$ cat config.mk
export PLATFORM = sky130hd
export DESIGN_NAME = weight_loader
export DESIGN_NICKNAME = d
export VERILOG_FILES = /design/src/rtl/weight_loader.sv
export SDC_FILE = /design/constraint.sdc
export NUM_CORES = 1
export LEC_CHECK = 0
export BUFFER_PORTS_ARGS = -buffer_cell sky130_fd_sc_hd__buf_4
export CAP_MARGIN = 20
export CELL_PAD_IN_SITES_DETAIL_PLACEMENT = 2
export CELL_PAD_IN_SITES_GLOBAL_PLACEMENT = 2
export CORE_MARGIN = 3
export CORE_UTILIZATION = 29
export DETAILED_ROUTE_END_ITERATION = 8
export GPL_ROUTABILITY_DRIVEN = 0
export HOLD_SLACK_MARGIN = 0.06
export PLACE_DENSITY = 0.79
export SYNTH_ARGS = -nofsm -noshare
export SYNTH_HDL_FRONTEND = slang
export SYNTH_SLANG_ARGS = --single-unit
$ cat constraint.sdc
create_clock -name clk -period 2.63 [get_ports clk]
set_clock_uncertainty 0.2 [all_clocks]
set_input_delay 0 -clock clk [delete_from_list [all_inputs] [get_ports clk]]
set_output_delay 0 -clock clk [all_outputs]
set_load 0.01 [all_outputs]
$ cat src/rtl/weight_loader.sv
// Weight-memory feeder: takes a neuron-select command, then streams num_weights words
// into that neuron's memory. Optional checksum output under WEIGHT_LOADER_CHECKSUM_EN.
module weight_loader #(
  parameter int data_width    = 16,
  parameter int address_width = 10,
  parameter int num_weights   = 784,
  parameter int num_neurons   = 30,
  parameter int sel_width     = 5,
  parameter int layer_no      = 1
) (
  input  logic                     clk,
  input  logic                     rst_n,
  input  logic                     cmd_valid,
  output logic                     cmd_ready,
  input  logic [sel_width-1:0]     cmd_neuron,
  input  logic                     s_valid,
  output logic                     s_ready,
  input  logic [data_width-1:0]    s_data,
  input  logic                     s_last,
  output logic [num_neurons-1:0]   write_en,
  output logic [address_width-1:0] weight_address_w,
  output logic [data_width-1:0]    weight_in,
  output logic                     load_done,
  output logic                     load_err
`ifdef WEIGHT_LOADER_CHECKSUM_EN
  ,
  output logic [data_width+address_width-1:0] load_sum
`endif
);

  typedef enum logic [1:0] {
    IDLE = 2'd0,
    LOAD = 2'd1,
    DONE = 2'd2
  } state_t;

  localparam logic [address_width-1:0] LastIdx    = address_width'(num_weights - 1);
  localparam logic [31:0]              NumNeurons = 32'(num_neurons);
  localparam logic [num_neurons-1:0]   OneBit     = {{(num_neurons-1){1'b0}}, 1'b1};

  state_t                   state_q, state_d;
  logic [sel_width-1:0]     neuron_q, neuron_d;
  logic [address_width-1:0] cnt_q, cnt_d;
  logic [num_neurons-1:0]   we_q, we_d;
  logic [address_width-1:0] addr_q, addr_d;
  logic [data_width-1:0]    data_q, data_d;
  logic                     done_q, done_d;
  logic                     err_q, err_d;
  logic                     cmd_ready_q, cmd_ready_d;
  logic                     s_ready_q, s_ready_d;

  logic accept_s;
  logic beat_s;
  logic in_range_s;

  assign accept_s   = cmd_valid & cmd_ready_q;
  assign beat_s     = s_valid & s_ready_q;
  assign in_range_s = (32'(cmd_neuron) < NumNeurons);

  // Next-state and registered-output decode
  always_comb begin
    state_d  = state_q;
    neuron_d = neuron_q;
    cnt_d    = cnt_q;
    err_d    = err_q;
    we_d     = '0;
    addr_d   = addr_q;
    data_d   = data_q;
    case (state_q)
      IDLE: begin
        if (accept_s) begin
          neuron_d = cmd_neuron;
          cnt_d    = '0;
          if (in_range_s) begin
            err_d   = 1'b0;
            state_d = LOAD;
          end else begin
            err_d   = 1'b1;
            state_d = DONE;
          end
        end else begin
          state_d = IDLE;
        end
      end
      LOAD: begin
        if (beat_s) begin
          we_d   = OneBit << neuron_q;
          addr_d = cnt_q;
          data_d = s_data;
          // Counter stops at the final index so no out-of-range address is ever driven.
          if (cnt_q == LastIdx) begin
            err_d   = err_q | ~s_last;
            state_d = DONE;
          end else if (s_last) begin
            err_d   = 1'b1;
            state_d = DONE;
          end else begin
            cnt_d = cnt_q + {{(address_width-1){1'b0}}, 1'b1};
          end
        end else begin
          state_d = LOAD;
        end
      end
      DONE: begin
        state_d = IDLE;
      end
      default: begin
        state_d = IDLE;
      end
    endcase
    done_d      = (state_d == DONE);
    cmd_ready_d = (state_d == IDLE);
    s_ready_d   = (state_d == LOAD);
  end

  // State and output registers with synchronous active-low reset
  always_ff @(posedge clk) begin
    if (!rst_n) begin
      state_q     <= IDLE;
      neuron_q    <= '0;
      cnt_q       <= '0;
      we_q        <= '0;
      addr_q      <= '0;
      data_q      <= '0;
      done_q      <= 1'b0;
      err_q       <= 1'b0;
      cmd_ready_q <= 1'b1;
      s_ready_q   <= 1'b0;
    end else begin
      state_q     <= state_d;
      neuron_q    <= neuron_d;
      cnt_q       <= cnt_d;
      we_q        <= we_d;
      addr_q      <= addr_d;
      data_q      <= data_d;
      done_q      <= done_d;
      err_q       <= err_d;
      cmd_ready_q <= cmd_ready_d;
      s_ready_q   <= s_ready_d;
    end
  end

  assign cmd_ready        = cmd_ready_q;
  assign s_ready          = s_ready_q;
  assign write_en         = we_q;
  assign weight_address_w = addr_q;
  assign weight_in        = data_q;
  assign load_done        = done_q;
  assign load_err         = err_q;

`ifdef WEIGHT_LOADER_CHECKSUM_EN
  logic [data_width+address_width-1:0] sum_q, sum_d;

  // Running sum of written words, restarted on each accepted command
  always_comb begin
    sum_d = sum_q;
    if (accept_s) begin
      sum_d = '0;
    end else if (state_q == LOAD && beat_s) begin
      sum_d = sum_q + (data_width+address_width)'(s_data);
    end else begin
      sum_d = sum_q;
    end
  end

  // Checksum register
  always_ff @(posedge clk) begin
    if (!rst_n) begin
      sum_q <= '0;
    end else begin
      sum_q <= sum_d;
    end
  end

  assign load_sum = sum_q;
`endif

endmodule

==> impl_results.md <==
* Outcome: completed
* Leakage power summed over all cells at 1.62 nW
* Count of different cell masters after synthesis at 36
* DRC violation total after the first TritonRoute iteration at 90
* Vias in the first global route at 2888
* CP required at 2680 ps
* Cell count after placement at 520
* Final HPWL DP at 6.04 mm
* Max_slew headroom at 0.607
* Capturing element type of the critical path: flip-flop
* Die span in y at 104 µm
* Depth of the worst register-to-register path at 6
* Final critical-path share of the clock period at 0.953
* Hold Fails Final Rpt at 0
* Reported max-cap violation count at 0
* Clock period minus worst slack at 2510 ps
* Routed WL per cell at 16.8 µm
* DIE AREA at 10800 µm²
* Clock tree from TritonCTS: yes
* Die boundary width at 104 µm
* First-pass GRT wire length at 15.7 mm
* GRT Util Overall at 0.184
* Fraction of layout cells with a size suffix above 1 at 0.252
* Number of antenna cells inserted at 0
* Clock network latency to the later pin of the worst-skew pair at 370 ps
* WP buf/inv at 1
* Max Root-Sink Buffers at 2
* Level count of the clock H-tree at 3
* Nets in the synthesized netlist at 349
* Total of warnings raised by yosys at 0
* Core area at 9280 µm²
* Number of search-and-repair iterations in the first detailed-routing pass at 4
* Synthesized area divided by synthesized cell count at 8.61 µm²
* Largest fanout on the critical path at 5
* Final sum of negative setup slack at 0 ps
* Number of sinks driven by the clock tree at 77
* Setup repair after global routing missed its margin: false
* Number of nets at the end of the flow at 459
* Critical path arrival at 2560 ps
* Area of the mapped netlist at 2770 µm²
* Hold/Removal Path Class: in2reg
* Number of standard-cell rows in the floorplan at 35
* Fin. max-slew vios at 0
* Clock root buffer master: clkbuf_8
* Number of enable flip-flop cells after synthesis at 0
* Critical path depth at 6
* Worst Hold Path Cells at 3
* Measured slew at the worst slew-check pin at 587 ps
* Biggest area consumer among synthesized cells: dfxtp_1
* Count of vias placed by the detailed router at 2692
* Effective utilization at floorplan at 0.299
* Final Routed Wirelength at 9.52 mm
* Total power density per cell area at 607 nW/µm²
* Critical path class: reg2reg
* Final standard cell utilization of the core at 0.436
* Maximum ir drop on the vdd rail at 0.292 mV
* Worst-path clk slew at 90 ps
* Category of cells accounting for the largest share of critical-path delay: compound AO/OA/AOI/OAI gates
* Largest net degree at the start of global routing at 30
* Post-place setup slack at 516 ps
* Area share of the leading cell type in the synthesized netlist at 0.556
* Number of instances in the synthesized netlist at 322
* Biggest area contributors in the synthesized netlist: dfxtp_1, nand2_1, a21oi_1
* Flip-flop and latch count after synthesis at 77
* Stage delay of the slowest cell on the critical path at 550 ps
* Synth cell count leaders: nand2_1, dfxtp_1, a21oi_1, nor2_1, clkbuf_1
* Post-synth ARST share at 0
* Ordered list of cells on the worst path: ha_1, and3_1, a31oi_1, a21oi_1, mux2i_1, dlygate4sd3_1
* Non-filler instance count after layout at 566
* Cell with the biggest individual delay on the critical path: dlygate4sd3_1
* Element type at the critical path start: flip-flop
* Cell with the most instances after synthesis: nand2_1
* Maximum operating frequency at 399 MHz
* Minimum setup slack in the final design at 122 ps
* Filler instances at 1078
* Port Buffer Count at 85
* Finish-stage setup viols at 0
* Fraction of the yosys area taken by sequential cells at 0.556
* Final global-route overflow total at 0
* Number of buffers created by CTS at 9
* Vias per inst at 4.76
* Post-route DRC at 0
* Area Growth Syn to Fin at 45.9%
* Setup repair bufs after CTS at 0
* Total Power at 2.46 mW
* Number of antenna-violating nets in the routed design at 0
* Top Ports at 86
* Antenna violations before repair at 0
* Synth Flop Type: dfxtp_1
-- cell usage in the layout, fill, tap and decap left out, types with 6 or more instances in the layout --
master,synthesis,routed
a21oi_1,38,38
buf_4,0,88
clkbuf_8,0,9
dfxtp_1,77,77
dlygate4sd3_1,0,30
mux2i_1,6,6
nand2_1,79,79
nand3_1,8,8
nor2_1,38,38
o21ai_0,7,7
or3_1,8,8
-- kinds of logic (layout without fill, tap and decap cells) --
family,Yosys count,in the layout,synth area share
buffers and inverters,20,135,0.0293
AOI/OAI and AO/OA,55,55,0.113
DFF,77,77,0.556
muxes,6,6,0.0217
adders and majority gates,1,1,0.00451
and+or+nand+nor,163,163,0.276
-- metal layers --
layer,wire (µm),part of all wire,track usage,up-vias
li1,-,-,-,1303
met1,4200,0.44,0.221,1315
met2,4830,0.51,0.321,60
met3,302,0.032,0.0324,14
met4,184,0.019,0.0798,0
met5,0,0,0,-
-- registers in the layout, summed over array words and instances (netlist names) --
signal,flops
s_ready,1
neuron_q,5
cnt_q,10
write_en,30
load_done,1
weight_address_w,10
cmd_ready,1
weight_in,16
state_q,2
load_err,1
-- worst min-delay path, cell delays in order --
cell and delay (ps):
buf_4 110, and4bb_2 340, o21bai_1 160
-- worst paths after layout --
check	from	endpoint	slack, ps
min reg2reg	weight_address_w[3]	weight_address_w[3]	260
max	cnt_q[0]	load_err	120
max reg2reg	cnt_q[0]	load_err	120
min	cmd_valid	cmd_ready	80
-- area by class of cell --
cell class / count / area [µm²] / share of cell area
repair buffers: 118 / 961 / 0.237
inverters: 1 / 3.75 / 0.000928
clock buffers: 9 / 124 / 0.0306
clock inverters: 7 / 105 / 0.0260
multi-input cells: 225 / 1150 / 0.284
well taps: 129 / 161 / 0.0399
flip-flops and latches: 77 / 1540 / 0.381
-- stage by stage --
stage               hold WS [ps]  area, µm²
CTS                         61.7       4050
detailed placement          63.6       3520
floorplan                  -64.0       2770
finish                      80.2       4050
global placement            49.1       3520
global route                 103       4050
-- report_power, final --
part           leakage, nW  internal (mW)  switching [mW]
combinational        0.885          0.102           0.103
sequential           0.622           1.18          0.0260
clock                0.113          0.551           0.494
total                 1.62           1.83           0.623
-- repair_timing --
action                    4_1_cts  5_1_grt
hold buffers                   30        0
resized for setup               0        0
hold endpoints to repair       36        0
Power figures use the tool's default switching activity.
